==> src/rtl/boot_loader_ctrl_if.sv <==
// Byte-stream input and instruction-memory write port of the boot loader.
// The slave modport is the controller's view; the master modport drives bytes and watches writes.
interface boot_loader_ctrl_if #(
  parameter int ADDR_WIDTH = 32
);
  logic                  byte_valid;
  logic [7:0]            byte_data;
  logic                  byte_last;
  logic                  byte_ready;
  logic                  imem_we;
  logic [ADDR_WIDTH-1:0] imem_addr;
  logic [31:0]           imem_wdata;

  modport master (
    output byte_valid, byte_data, byte_last,
    input  byte_ready, imem_we, imem_addr, imem_wdata
  );

  modport slave (
    input  byte_valid, byte_data, byte_last,
    output byte_ready, imem_we, imem_addr, imem_wdata
  );
endinterface

==> src/rtl/boot_loader_ctrl.sv <==
// CPU bring-up sequencer: packs image bytes into LE words (write one cycle after the 4th/last byte),
// holds cpu_reset for RESET_HOLD cycles after the final write, then releases it. Macro: BOOT_CHECKSUM_EN.
module boot_loader_ctrl #(
  parameter int                    ADDR_WIDTH = 32,
  parameter int                    MEM_WORDS  = 1024,
  parameter logic [ADDR_WIDTH-1:0] BASE_ADDR  = '0,
  parameter int                    RESET_HOLD = 4
) (
  input  logic               clock,
  input  logic               reset,
  input  logic               start,
  boot_loader_ctrl_if.slave  bus,
  output logic               cpu_reset,
  output logic               busy,
  output logic               done,
  output logic               error
`ifdef BOOT_CHECKSUM_EN
  ,
  input  logic [31:0]        exp_sum
`endif
);

  localparam int CW = $clog2(MEM_WORDS + 1);
  localparam int HW = (RESET_HOLD > 1) ? $clog2(RESET_HOLD) : 1;

  typedef enum logic [2:0] {
    S_IDLE,
    S_LOAD,
    S_LAST,
    S_HOLD,
    S_RUN,
    S_ERROR
  } state_t;

  state_t          state;
  logic [1:0]      lane;
  logic [CW-1:0]   count;
  logic [31:0]     word_buf;
  logic [HW-1:0]   hold_cnt;
`ifdef BOOT_CHECKSUM_EN
  logic [31:0]     sum;
`endif

  logic                  accept;
  logic                  full;
  logic [31:0]           word_next;
  logic [ADDR_WIDTH-1:0] word_addr;

  assign accept    = bus.byte_valid & bus.byte_ready;
  assign full      = (count == CW'(MEM_WORDS));
  // word_buf is cleared after every write, so lanes not yet filled read as zero
  assign word_next = word_buf | ({24'd0, bus.byte_data} << {lane, 3'b000});
  assign word_addr = BASE_ADDR + (ADDR_WIDTH'(count) << 2);

  always_ff @(posedge clock) begin
    if (reset) begin
      state          <= S_IDLE;
      lane           <= 2'd0;
      count          <= '0;
      word_buf       <= '0;
      hold_cnt       <= '0;
      bus.byte_ready <= 1'b0;
      bus.imem_we    <= 1'b0;
      bus.imem_addr  <= BASE_ADDR;
      bus.imem_wdata <= '0;
      cpu_reset      <= 1'b1;
      busy           <= 1'b0;
      done           <= 1'b0;
      error          <= 1'b0;
`ifdef BOOT_CHECKSUM_EN
      sum            <= '0;
`endif
    end else begin
      bus.imem_we <= 1'b0;
      case (state)
        S_IDLE, S_RUN: begin
          if (start) begin
            state          <= S_LOAD;
            lane           <= 2'd0;
            count          <= '0;
            word_buf       <= '0;
            bus.byte_ready <= 1'b1;
            bus.imem_addr  <= BASE_ADDR;
            cpu_reset      <= 1'b1;
            busy           <= 1'b1;
            done           <= 1'b0;
`ifdef BOOT_CHECKSUM_EN
            sum            <= '0;
`endif
          end
        end

        S_LOAD: begin
          if (accept) begin
            if (full) begin
              // memory already holds MEM_WORDS words: no write, lock up
              state          <= S_ERROR;
              bus.byte_ready <= 1'b0;
              busy           <= 1'b0;
              error          <= 1'b1;
            end else if (lane == 2'd3 || bus.byte_last) begin
              bus.imem_we    <= 1'b1;
              bus.imem_addr  <= word_addr;
              bus.imem_wdata <= word_next;
              count          <= count + CW'(1);
              lane           <= 2'd0;
              word_buf       <= '0;
`ifdef BOOT_CHECKSUM_EN
              sum            <= sum + word_next;
`endif
              if (bus.byte_last) begin
                state          <= S_LAST;
                bus.byte_ready <= 1'b0;
              end
            end else begin
              word_buf <= word_next;
              lane     <= lane + 2'd1;
            end
          end
        end

        // final write strobe is on the bus this cycle
        S_LAST: begin
`ifdef BOOT_CHECKSUM_EN
          if (sum != exp_sum) begin
            state <= S_ERROR;
            busy  <= 1'b0;
            error <= 1'b1;
          end else begin
            state    <= S_HOLD;
            hold_cnt <= '0;
          end
`else
          state    <= S_HOLD;
          hold_cnt <= '0;
`endif
        end

        S_HOLD: begin
          if (hold_cnt == HW'(RESET_HOLD - 1)) begin
            state     <= S_RUN;
            cpu_reset <= 1'b0;
            busy      <= 1'b0;
            done      <= 1'b1;
          end else begin
            hold_cnt <= hold_cnt + HW'(1);
          end
        end

        S_ERROR: begin
          state <= S_ERROR;
        end

        default: begin
          state <= S_IDLE;
        end
      endcase
    end
  end

endmodule
==> src/flat_wrapper.sv <==
// flat-port wrapper written by rule: the top's interface ports become plain ports
module boot_loader_ctrl_flat 
#(
  parameter int                    ADDR_WIDTH = 32,
  parameter int                    MEM_WORDS  = 1024,
  parameter logic [ADDR_WIDTH-1:0] BASE_ADDR  = '0,
  parameter int                    RESET_HOLD = 4
)
  (clock, reset, start, cpu_reset, busy, done, error, bus_byte_valid, bus_byte_data, bus_byte_last, bus_byte_ready, bus_imem_we, bus_imem_addr, bus_imem_wdata);
  boot_loader_ctrl_if #(.ADDR_WIDTH(ADDR_WIDTH)) bus_i ();
  input  logic clock;
  input  logic reset;
  input  logic start;
  output logic cpu_reset;
  output logic busy;
  output logic done;
  output logic error;
  input wire logic [$bits(bus_i.byte_valid)-1:0] bus_byte_valid;
  input wire logic [$bits(bus_i.byte_data)-1:0] bus_byte_data;
  input wire logic [$bits(bus_i.byte_last)-1:0] bus_byte_last;
  output wire logic [$bits(bus_i.byte_ready)-1:0] bus_byte_ready;
  output wire logic [$bits(bus_i.imem_we)-1:0] bus_imem_we;
  output wire logic [$bits(bus_i.imem_addr)-1:0] bus_imem_addr;
  output wire logic [$bits(bus_i.imem_wdata)-1:0] bus_imem_wdata;
  assign bus_i.byte_valid = bus_byte_valid;
  assign bus_i.byte_data = bus_byte_data;
  assign bus_i.byte_last = bus_byte_last;
  assign bus_byte_ready = bus_i.byte_ready;
  assign bus_imem_we = bus_i.imem_we;
  assign bus_imem_addr = bus_i.imem_addr;
  assign bus_imem_wdata = bus_i.imem_wdata;
  boot_loader_ctrl #(.ADDR_WIDTH(ADDR_WIDTH), .MEM_WORDS(MEM_WORDS), .BASE_ADDR(BASE_ADDR), .RESET_HOLD(RESET_HOLD)) u_core (.clock(clock), .reset(reset), .start(start), .bus(bus_i), .cpu_reset(cpu_reset), .busy(busy), .done(done), .error(error));
endmodule
==> config.mk <==
export PLATFORM = sky130hd
export DESIGN_NAME = boot_loader_ctrl_flat
export DESIGN_NICKNAME = d
export VERILOG_FILES = /design/src/rtl/boot_loader_ctrl_if.sv /design/src/rtl/boot_loader_ctrl.sv /design/src/flat_wrapper.sv
export SDC_FILE = /design/constraint.sdc
export NUM_CORES = 1
export LEC_CHECK = 0
export BUFFER_PORTS_ARGS = -buffer_cell sky130_fd_sc_hd__buf_2
export CAP_MARGIN = 20
export CORE_MARGIN = 4
export CORE_UTILIZATION = 50
export CTS_BUF_LIST = sky130_fd_sc_hd__clkbuf_16
export DETAILED_ROUTE_END_ITERATION = 8
export GPL_TIMING_DRIVEN = 0
export PLACE_DENSITY = 0.76
export SYNTH_ARGS = -nofsm -noshare
export SYNTH_HDL_FRONTEND = slang
export SYNTH_SLANG_ARGS = --single-unit
export TNS_END_PERCENT = 10
==> constraint.sdc <==
create_clock -name clock -period 1.85 [get_ports clock]
set_input_delay 0 -clock clock [delete_from_list [all_inputs] [get_ports clock]]
set_output_delay 0 -clock clock [all_outputs]
set_load 0.005 [all_outputs]
==> qor.tcl, run 1 <==
set qor(run_status) {finished, final reports clean}
set qor(detail_route.first_pass.iterations) 4
set qor(grt_pass1_vias) 3588
set qor(placed_cells) 646
set qor(path_buf_inv) 3
set qor(min_path_type) {in2reg}
set qor(drt_iter0_markers) 234
set qor(boundaryPins) 83
set qor(cts-root-buf) {sky130_fd_sc_hd__clkbuf_16}
set qor(setup_viol) 0
set qor(ys_types) 55
set qor(min_delay_src) {start}
set qor(crit_required_ns) 2.05
set qor(critical-path-top-delay-family) {simple AND/OR/NAND/NOR gates}
set qor(post-synth-top-count-cell) {sky130_fd_sc_hd__dfxtp_1}
set qor(critPathSlowestCell) {sky130_fd_sc_hd__dfxtp_2}
set qor(io_buffers) 53
set qor(ctsHtreeMaxLevel) 3
set qor(grt_setup_unrepaired) {yes}
set qor(regToRegEndpoint) {u_core.bus.imem_wdata[11]}
set qor(syn_avg_cell_area_um2) 9.30
set qor(setup.reg_to_reg.worst_slack_ns) 0.04
set qor(synth.yosys.warnings) 0
set qor(worstRegToRegCells) 8
set qor(cts_tree) {yes}
set qor(fin_total_pwr_mw) 4.76
set qor(synth-edff-count) 0
set qor(wire_length_of_the_first_global_routing_pass_um) 17800
set qor(wl_um) 11300
set qor(routabilityCongestion) 0.896
set qor(floorplan.initialDensity_pct) 52.2
set qor(final_nets) 576
set qor(clock-sinks) 99
set qor(cell_area_after_synthesis_um2) 4350
set qor(synth_top_cells_by_area) {sky130_fd_sc_hd__dfxtp_1 (46%), sky130_fd_sc_hd__a21oi_1 (8.5%), sky130_fd_sc_hd__a41oi_1 (6.4%), sky130_fd_sc_hd__a211oi_1 (5.0%), sky130_fd_sc_hd__buf_4 (4.5%)}
set qor(worst-setup-path-type) {reg2reg}
set qor(synth_common_cells) {sky130_fd_sc_hd__dfxtp_1 (99), sky130_fd_sc_hd__a21oi_1 (74), sky130_fd_sc_hd__nor2_1 (44)}
set qor(max-clock-path-buffers) 2
set qor(dp_hpwl_um) 7730
set qor(crit_path_end_kind) {register}
set qor(powerDensity_nw_per_um2) 868
set qor(drcViolationCount) 0
set qor(most_frequent_cell_on_the_critical_path) {sky130_fd_sc_hd__buf_8}
set qor(cp-start-kind) {register}
set qor(final_cells) 669
set qor(worstHoldEndpoint) {u_core.busy}
set qor(die_width_um) 101
set qor(drv.max_cap_violation_count) 0
set qor(areaGrowthSynthToFinish_pct) 26.1
set qor(worstPathCellList) {inv_1 > ha_2 > and4bb_4 > a31oi_4 > and2_4 > buf_8 > buf_8 > a211oi_1}
set qor(final_min_period_over_clock_period_pct) 97.8
set qor(hold_viol) 0
set qor(yosys_most_used_dff) {sky130_fd_sc_hd__dfxtp_1}
set qor(yosys_top_cell_by_area) {sky130_fd_sc_hd__dfxtp_1}
set qor(postSynthCellCount) 468
set qor(yosysSeqAreaShare_pct) 45.5
set qor(worst_setup_hold_path_clk_slew_ns) 0.07
set qor(number_of_nets_with_antenna_violations_after_detailed_routing) 0
set qor(leakagePower_nw) 2.14
set qor(largest_net_degree_at_the_start_of_global_routing) 17
set qor(synth_async_sr_flop_share_pct) 0
set qor(worst_slew_pin_slew_ns) 0.730
set qor(grt_use_total_pct) 21.7
set qor(max_freq_mhz) 553
set qor(synth_seq_cells) 99
set qor(die_h_um) 101
set qor(report.final.slew_viol_count) 0
set qor(hold_path_depth) 3
set qor(critical-path-max-stage-delay_ns) 0.37
set qor(post-synth-top-area-fraction_pct) 45.5
set qor(period_minus_slack_ns) 1.81
set qor(vias_per_cell) 5.88
set qor(grt_antenna_before_repair) 0
set qor(core_area_um2) 8340
set qor(layout-drive-gt1-share_pct) 32.1
set qor(ir_drop_mv) 0.583
set qor(route.vias.total) 3937
set qor(insertion_delay_ns) 0.34
set qor(worstPathMaxFanout) 10
set qor(antenna-diode-count) 0
set qor(number_of_buffers_added_by_the_clock_tree_synthesis_step) 9
set qor(wire_per_inst_um) 16.9
set qor(worst_slew_margin_relative_to_its_limit_pct) 51.3
set qor(global_route.overflow_total) 0
set qor(final.setup_skew_ns) 0.00946
set qor(critical_path.reg2reg.startpoint) {u_core.count[1]}
set qor(worst_ep_arrival_time_ns) 2.01
set qor(fp.dieArea_um2) 10300
set qor(row_count) 33
cell usage in the layout, fill, tap and decap left out, types with 6 or more instances in the layout:
master and n:
sky130_fd_sc_hd__a211oi_2 27, sky130_fd_sc_hd__a21oi_1 73, sky130_fd_sc_hd__a22o_1 12, sky130_fd_sc_hd__a41oi_1 32, sky130_fd_sc_hd__buf_1 9, sky130_fd_sc_hd__buf_2 54, sky130_fd_sc_hd__buf_4 35, sky130_fd_sc_hd__clkbuf_1 13
sky130_fd_sc_hd__clkbuf_16 10, sky130_fd_sc_hd__conb_1 21, sky130_fd_sc_hd__dfxtp_1 89, sky130_fd_sc_hd__dfxtp_2 7, sky130_fd_sc_hd__inv_1 6, sky130_fd_sc_hd__nand2_1 14, sky130_fd_sc_hd__nand3_1 7, sky130_fd_sc_hd__nor2_1 42
sky130_fd_sc_hd__or3_1 6
repair_timing:
item,CTS,global route
hold buffers,1,0
cloned,0,2
endpoints found under the hold margin,1,0
pin swaps,5,7
setup buffers,5,2
endpoints found under the setup margin,87,83
gates resized for setup,33,61
report_power, final:
part | total (mW) | internal [mW] | leakage (nW) | switching, mW
clock | 1.86 | 1.04 | 0.143 | 0.818
combinational | 0.662 | 0.273 | 1.19 | 0.389
sequential | 2.24 | 2.19 | 0.807 | 0.0462
total | 4.76 | 3.51 | 2.14 | 1.25
final cells by class:
cell class / instances / area, µm²
Buffer: 66 / 455
Timing Repair Buffer: 63 / 364
Sequential cell: 99 / 2000
Clock inverter: 7 / 67.6
Inverter: 5 / 18.8
Multi-Input combinational cell: 315 / 2220
Fill cell: 684 / 2850
Clock buffer: 9 / 225
Tap cell: 105 / 131
layer usage:
metal  vias up  GRT usage (%)  wire length [µm]
met5         -              0                 0
met4         0           6.54               178
met3        17           6.34               874
met2       138           33.0              5190
met1      1894           29.9              5030
li1       1888              -                 -
how the worst max path moves through the flow:
stage                               start                   endpoint  slack (ns)  depth (start not counted)
after floorplan            u_core.lane[0]            u_core.count[6]        0.08                          6
after global placement    u_core.state[2]  u_core.bus.imem_wdata[18]       -0.19                          7
after detailed placement  u_core.state[2]   u_core.bus.imem_wdata[6]       -0.29                          6
after CTS                 u_core.state[2]  u_core.bus.imem_wdata[13]      -0.004                          7
after global routing      u_core.count[5]  u_core.bus.imem_wdata[30]       -0.05                          6
final                     u_core.count[1]  u_core.bus.imem_wdata[11]        0.04                          8
metrics by stage:
step           instance area [µm²]  worst slack [ns]  utilization (%)  hold WS, ns  setup TNS [ns]
6_report                      5490            0.0405             65.8       0.0176               0
3_3_place_gp                  4820            -0.192             57.8        0.301           -9.26
5_1_grt                       5490           -0.0460             65.8       0.0380          -0.610
3_5_place_dp                  4820            -0.289             57.8        0.311          -15.41
2_1_floorplan                 4430            0.0820                -        0.141               0
4_1_cts                       5270          -0.00372             63.1      0.00273        -0.00834
logic make-up after synthesis:
logic type / synth area share (%)
adder cells (fa/ha/maj): 1.15
AO/OA/AOI/OAI: 28.6
buffers and inverters: 9.60
other: 0.0862
multiplexers: 1.41
flip-flops: 45.5
AND/OR/NAND/NOR: 13.6
worst reg2reg max path: stages, from the launching register on:
cell                       delay (ns)
sky130_fd_sc_hd__dfxtp_2         0.37
sky130_fd_sc_hd__inv_1           0.05
sky130_fd_sc_hd__ha_2            0.16
sky130_fd_sc_hd__and4bb_4        0.23
sky130_fd_sc_hd__a31oi_4         0.28
sky130_fd_sc_hd__and2_4          0.21
sky130_fd_sc_hd__buf_8           0.14
sky130_fd_sc_hd__buf_8           0.16
sky130_fd_sc_hd__a211oi_1        0.07
flip-flops by register name, summed over array words and instances, names as in the netlist, 2 cells and up:
signal / count
u_core.hold_cnt: 2
u_core.state: 3
u_core.bus.imem_addr: 11
u_core.count: 11
u_core.word_buf: 32
u_core.bus.imem_wdata: 32
u_core.lane: 2
No activity file was read; power rests on OpenSTA's default activity.
==> run 2: changes to the inputs <==
--- a/config.mk
+++ b/config.mk
@@ -11,7 +11,6 @@
 export CORE_UTILIZATION = 50
 export CTS_BUF_LIST = sky130_fd_sc_hd__clkbuf_16
 export DETAILED_ROUTE_END_ITERATION = 8
-export GPL_TIMING_DRIVEN = 0
 export PLACE_DENSITY = 0.76
 export SYNTH_ARGS = -nofsm -noshare
 export SYNTH_HDL_FRONTEND = slang
==> qor.tcl, run 2 (same netlist as run 1, synthesis figures left out) <==
set qor(run_status) {finished, final reports clean}
set qor(routabilityCongestion) 0.858
set qor(io_buffers) 61
set qor(wire_length_of_the_first_global_routing_pass_um) 17300
set qor(final_min_period_over_clock_period_pct) 96.7
set qor(worst_ep_arrival_time_ns) 2.00
set qor(post_dp_cell_area_um2) 4780
set qor(ir_drop_mv) 0.545
set qor(worstPathCellList) {inv_1 > ha_1 > and4bb_2 > a31oi_4 > buf_12 > and2_4 > clkbuf_16 > a211oi_2}
set qor(min_path_type) {in2reg}
set qor(worstRegToRegCells) 8
set qor(cts-root-buf) {sky130_fd_sc_hd__clkbuf_16}
set qor(global_route.overflow_total) 0
set qor(vias_per_cell) 6.03
set qor(final.setup_skew_ns) 0.0114
set qor(fp.dieArea_um2) 10300
set qor(layout-drive-gt1-share_pct) 25.6
set qor(floorplan.initialDensity_pct) 52.2
set qor(critPathSlowestCell) {sky130_fd_sc_hd__dfxtp_1}
set qor(insertion_delay_ns) 0.35
set qor(cts_tree) {yes}
set qor(critical-path-max-stage-delay_ns) 0.32
set qor(crit_required_ns) 2.06
set qor(layout.filler_cells) 684
set qor(worst-setup-path-type) {reg2reg}
set qor(worst_setup_hold_path_clk_slew_ns) 0.07
set qor(number_of_buffers_added_by_the_clock_tree_synthesis_step) 9
set qor(wire_per_inst_um) 17.5
set qor(grt_setup_unrepaired) {yes}
set qor(hold_path_depth) 3
set qor(detail_route.first_pass.iterations) 5
set qor(antenna-diode-count) 0
set qor(max_freq_mhz) 559
set qor(grt_use_total_pct) 20.7
set qor(post-route-cell-area_um2) 5230
set qor(max-clock-path-buffers) 2
set qor(route.vias.total) 3866
set qor(powerDensity_nw_per_um2) 917
set qor(largest_net_degree_at_the_start_of_global_routing) 41
set qor(drcViolationCount) 0
set qor(dp_hpwl_um) 7230
set qor(mostFrequentLayoutCell) {sky130_fd_sc_hd__dfxtp_1}
set qor(final_nets) 548
set qor(drt_iter0_markers) 220
set qor(worst_slew_margin_relative_to_its_limit_pct) 62.0
set qor(die_width_um) 101
set qor(hold_viol) 0
set qor(grt_antenna_before_repair) 0
set qor(setup_viol) 0
set qor(clock-sinks) 99
set qor(die_h_um) 101
set qor(final_cell_mix) {sky130_fd_sc_hd__dfxtp_1 (98), sky130_fd_sc_hd__a21oi_1 (73), sky130_fd_sc_hd__buf_2 (61)}
set qor(grt_pass1_vias) 3616
set qor(period_minus_slack_ns) 1.79
set qor(report.final.slew_viol_count) 0
set qor(worstPathMaxFanout) 16
set qor(crit_path_end_kind) {register}
set qor(areaGrowthSynthToFinish_pct) 20.3
set qor(boundaryPins) 83
set qor(core_area_um2) 8340
set qor(fin_total_pwr_mw) 4.80
set qor(row_count) 33
set qor(cp-start-kind) {register}
set qor(leakagePower_nw) 2.08
set qor(registers_with_the_most_flip_flops) {u_core.bus.imem_wdata: 32 flops, u_core.word_buf: 32 flops}
set qor(drv.max_cap_violation_count) 0
set qor(number_of_nets_with_antenna_violations_after_detailed_routing) 0
set qor(worst_slew_pin_slew_ns) 0.568
set qor(ctsHtreeMaxLevel) 3
set qor(wl_um) 11200
-- run 2: area by class of cell --
class	count	area (µm²)	share of cell area, %
clock buffers	9	225	4.30
flip-flops and latches	99	1980	37.9
inverters	5	18.8	0.359
multi-input cells	315	2060	39.3
well taps	105	131	2.51
clock inverters	7	81.3	1.55
repair buffers	101	734	14.0
-- run 2: metrics by stage --
step           setup WS, ns  hold WS, ns  setup TNS, ns  util (%)  cells
3_3_place_gp         0.0441        0.323              0      57.3    618
2_1_floorplan        0.0820        0.141              0         -    488
4_1_cts              0.0335       0.0423              0      61.4    637
6_report             0.0609       0.0502              0      62.8    641
3_5_place_dp       -0.00597        0.331        -0.0133      57.3    618
5_1_grt             -0.0109       0.0730        -0.0467      62.8    641
-- run 2: final timing paths --
| check | from | endpoint | slack [ns] |
|---|---|---|---|
| setup / recovery | u_core.count[0] | u_core.bus.imem_wdata[19] | 0.06 |
| hold / removal | bus_byte_data[0] | u_core.word_buf[16] | 0.05 |
| setup reg to reg | u_core.count[0] | u_core.bus.imem_wdata[19] | 0.06 |
| hold reg to reg | u_core.done | u_core.done | 0.46 |
-- run 2: worst max-delay path: cells and delay by family (launching register included) --
family | cells | cell delay, ns
DFF | 1 | 0.32
and+or+nand+nor | 2 | 0.45
buffers and inverters | 3 | 0.38
AOI/OAI and AO/OA | 2 | 0.30
adders and majority gates | 1 | 0.19
-- run 2: power by group --
group	total (mW)	internal (mW)	switching, mW
combinational	0.629	0.260	0.369
clock	1.94	1.07	0.863
sequential	2.23	2.19	0.0403
total	4.80	3.52	1.27
-- run 2: repair_timing --
action,in CTS,in global routing
cloned,0,3
endpoints found under the hold margin,3,0
setup buffers,0,1
hold buffers,3,0
gates resized for setup,2,9
setup endpoints to repair,19,39
pin swaps,0,2
-- run 2: routing by layer --
layer | global-route usage (%) | vias to the layer above | share of wire (%)
li1 | - | 1850 | -
met1 | 28.8 | 1847 | 45
met2 | 30.8 | 150 | 45
met3 | 3.86 | 19 | 7.4
met4 | 10.5 | 0 | 2.2
met5 | 0 | - | 0
==> run 3: changes to the inputs <==
==> constraint.sdc (replaced) <==
create_clock -name clock -period 1.53 [get_ports clock]
set_input_delay 0 -clock clock [delete_from_list [all_inputs] [get_ports clock]]
set_output_delay 0 -clock clock [all_outputs]
set_load 0.005 [all_outputs]
==> qor.tcl, run 3 (same netlist as run 1, synthesis figures left out) <==
set qor(run_status) {finished, violations left}
set qor(violations) {setup timing}
set qor(layout.filler_cells) 621
set qor(setup.reg_to_reg.worst_slack_ns) -0.20
set qor(cts-root-buf) {sky130_fd_sc_hd__clkbuf_16}
set qor(grt.met3_usage_pct) 3.72
set qor(worstPathMaxFanout) 32
set qor(row_count) 33
set qor(min_path_type) {in2reg}
set qor(multi_input_gate_area_in_the_final_layout_um2) 2350
set qor(worst-setup-path-type) {reg2reg}
set qor(critical_path.reg2reg.startpoint) {u_core.state[2]}
set qor(insertion_delay_ns) 0.34
set qor(min_delay_src) {start}
set qor(timing.hold.ws_ns) 0.00746
set qor(mostFrequentLayoutCell) {sky130_fd_sc_hd__dfxtp_1}
set qor(max-clock-path-buffers) 2
set qor(registers_with_the_most_flip_flops) {u_core.bus.imem_wdata: 32 flops, u_core.word_buf: 32 flops}
set qor(worstRegToRegCells) 6
set qor(critical-path-max-stage-delay_ns) 0.35
set qor(hold_viol) 0
set qor(fin_total_pwr_mw) 5.88
set qor(final_nets) 576
set qor(vias_per_cell) 6.15
set qor(number_of_buffers_added_by_the_clock_tree_synthesis_step) 9
set qor(critPathSlowestCell) {sky130_fd_sc_hd__dfxtp_2}
set qor(report.final.slew_viol_count) 0
set qor(grt_use_total_pct) 22.2
set qor(worst_ep_arrival_time_ns) 2.00
set qor(worstPathCellList) {buf_4 > nor3b_2 > nand4_4 > a31o_4 > buf_12 > nor2_2}
set qor(final_min_period_over_clock_period_pct) 113
set qor(grt_setup_unrepaired) {yes}
set qor(ir_drop_mv) 0.570
set qor(detail_route.first_pass.iterations) 4
set qor(leakagePower_nw) 2.24
set qor(regToRegEndpoint) {u_core.word_buf[2]}
set qor(ctsHtreeMaxLevel) 3
set qor(dp_hpwl_um) 7420
set qor(antenna-diode-count) 0
set qor(global_route.overflow_total) 0
set qor(timing.critical_path.from) {u_core.state[2]}
set qor(final_cell_mix) {sky130_fd_sc_hd__dfxtp_1 (91), sky130_fd_sc_hd__a21oi_1 (73), sky130_fd_sc_hd__buf_2 (64)}
set qor(final_cells) 669
set qor(final.setup_skew_ns) 0.0105
set qor(drcViolationCount) 0
set qor(powerDensity_nw_per_um2) 1020
set qor(wl_um) 12900
set qor(cts_tree) {yes}
set qor(grt-busiest-layer) {met2}
set qor(boundaryPins) 83
set qor(worst_slew_pin_slew_ns) 0.585
set qor(setup_viol) 92
set qor(drv.max_cap_violation_count) 0
set qor(areaGrowthSynthToFinish_pct) 32.3
set qor(core_area_um2) 8340
set qor(sequential_cell_area_um2) 1990
set qor(die_h_um) 101
set qor(wire_length_of_the_first_global_routing_pass_um) 18200
set qor(floorplan.initialDensity_pct) 52.2
set qor(cp-start-kind) {register}
set qor(crit_required_ns) 1.80
set qor(largest_net_degree_at_the_start_of_global_routing) 35
set qor(wire_per_inst_um) 19.2
set qor(grt_antenna_before_repair) 0
set qor(clock-sinks) 99
set qor(placed_cells) 641
set qor(number_of_nets_with_antenna_violations_after_detailed_routing) 0
set qor(grt_pass1_vias) 3769
set qor(die_width_um) 101
set qor(layout-drive-gt1-share_pct) 39.7
set qor(met1_usage_pct) 30.0
set qor(fp.dieArea_um2) 10300
set qor(worst_setup_hold_path_clk_slew_ns) 0.07
set qor(drt_iter0_markers) 295
set qor(crit_path_end_kind) {register}
set qor(routabilityCongestion) 0.888
set qor(period_minus_slack_ns) 1.73
set qor(setup_tns_ns) -13.06
set qor(worstSetupEndpoint) {u_core.word_buf[2]}
set qor(route.vias.total) 4117
set qor(worst_slew_margin_relative_to_its_limit_pct) 61.0
set qor(globalRouteMet2Util_pct) 34.7
set qor(finish.utilization_pct) 69.0
set qor(post-route-worst-setup-slack_ns) -0.200
set qor(io_buffers) 61
set qor(max_freq_mhz) 578
-- run 3: worst min path at each step --
stage	endpoint	slack (ns)	depth (start not counted)
3_5_place_dp	u_core.busy	0.36	3
2_1_floorplan	u_core.cpu_reset	0.14	2
3_3_place_gp	u_core.busy	0.36	3
6_report	u_core.busy	0.007	3
5_1_grt	u_core.busy	0.04	3
4_1_cts	u_core.busy	0.005	3
-- run 3: through the flow --
step                      instance area, µm²  worst slack (ns)
after floorplan                         4470            -0.127
after global placement                  4960            -0.231
after detailed placement                4960            -0.265
after CTS                               5350            -0.175
after global routing                    5760            -0.252
final                                   5760            -0.200
-- run 3: report_power, final --
part           switching [mW]  total (mW)  internal, mW  leakage (nW)
combinational           0.527       0.918         0.391          1.30
sequential             0.0509        2.70          2.65         0.805
clock                   0.995        2.26          1.27         0.144
total                    1.57        5.88          4.31          2.24
-- run 3: cell type report --
type | instances | area share (%)
clock inverters | 7 | 1.20
repair buffers | 129 | 16.8
multi-input cells | 315 | 40.9
flip-flops and latches | 99 | 34.6
clock buffers | 9 | 3.91
inverters | 5 | 0.326
well taps | 105 | 2.28
-- run 3: layer usage --
layer / share of wire [%] / up-vias / wire (µm)
met1: 43 / 2002 / 5470
met5: 0 / - / 0
met2: 48 / 193 / 6210
li1: - / 1895 / -
met4: 2.3 / 0 / 293
met3: 6.8 / 27 / 872
-- run 3: critical path: cells and delay by family (launching register included) --
family,cells,cell delay [ns]
simple gates,3,0.71
flops,1,0.35
buf+inv,2,0.30
compound gates,1,0.29
-- run 3: timing repair --
action                                  4_1_cts  5_1_grt
gates cloned                                  1        7
endpoints found under the setup margin       95       95
hold buffers                                  0        0
gates resized for setup                      20       63
setup buffers                                 2        3
pin swaps                                    18       15
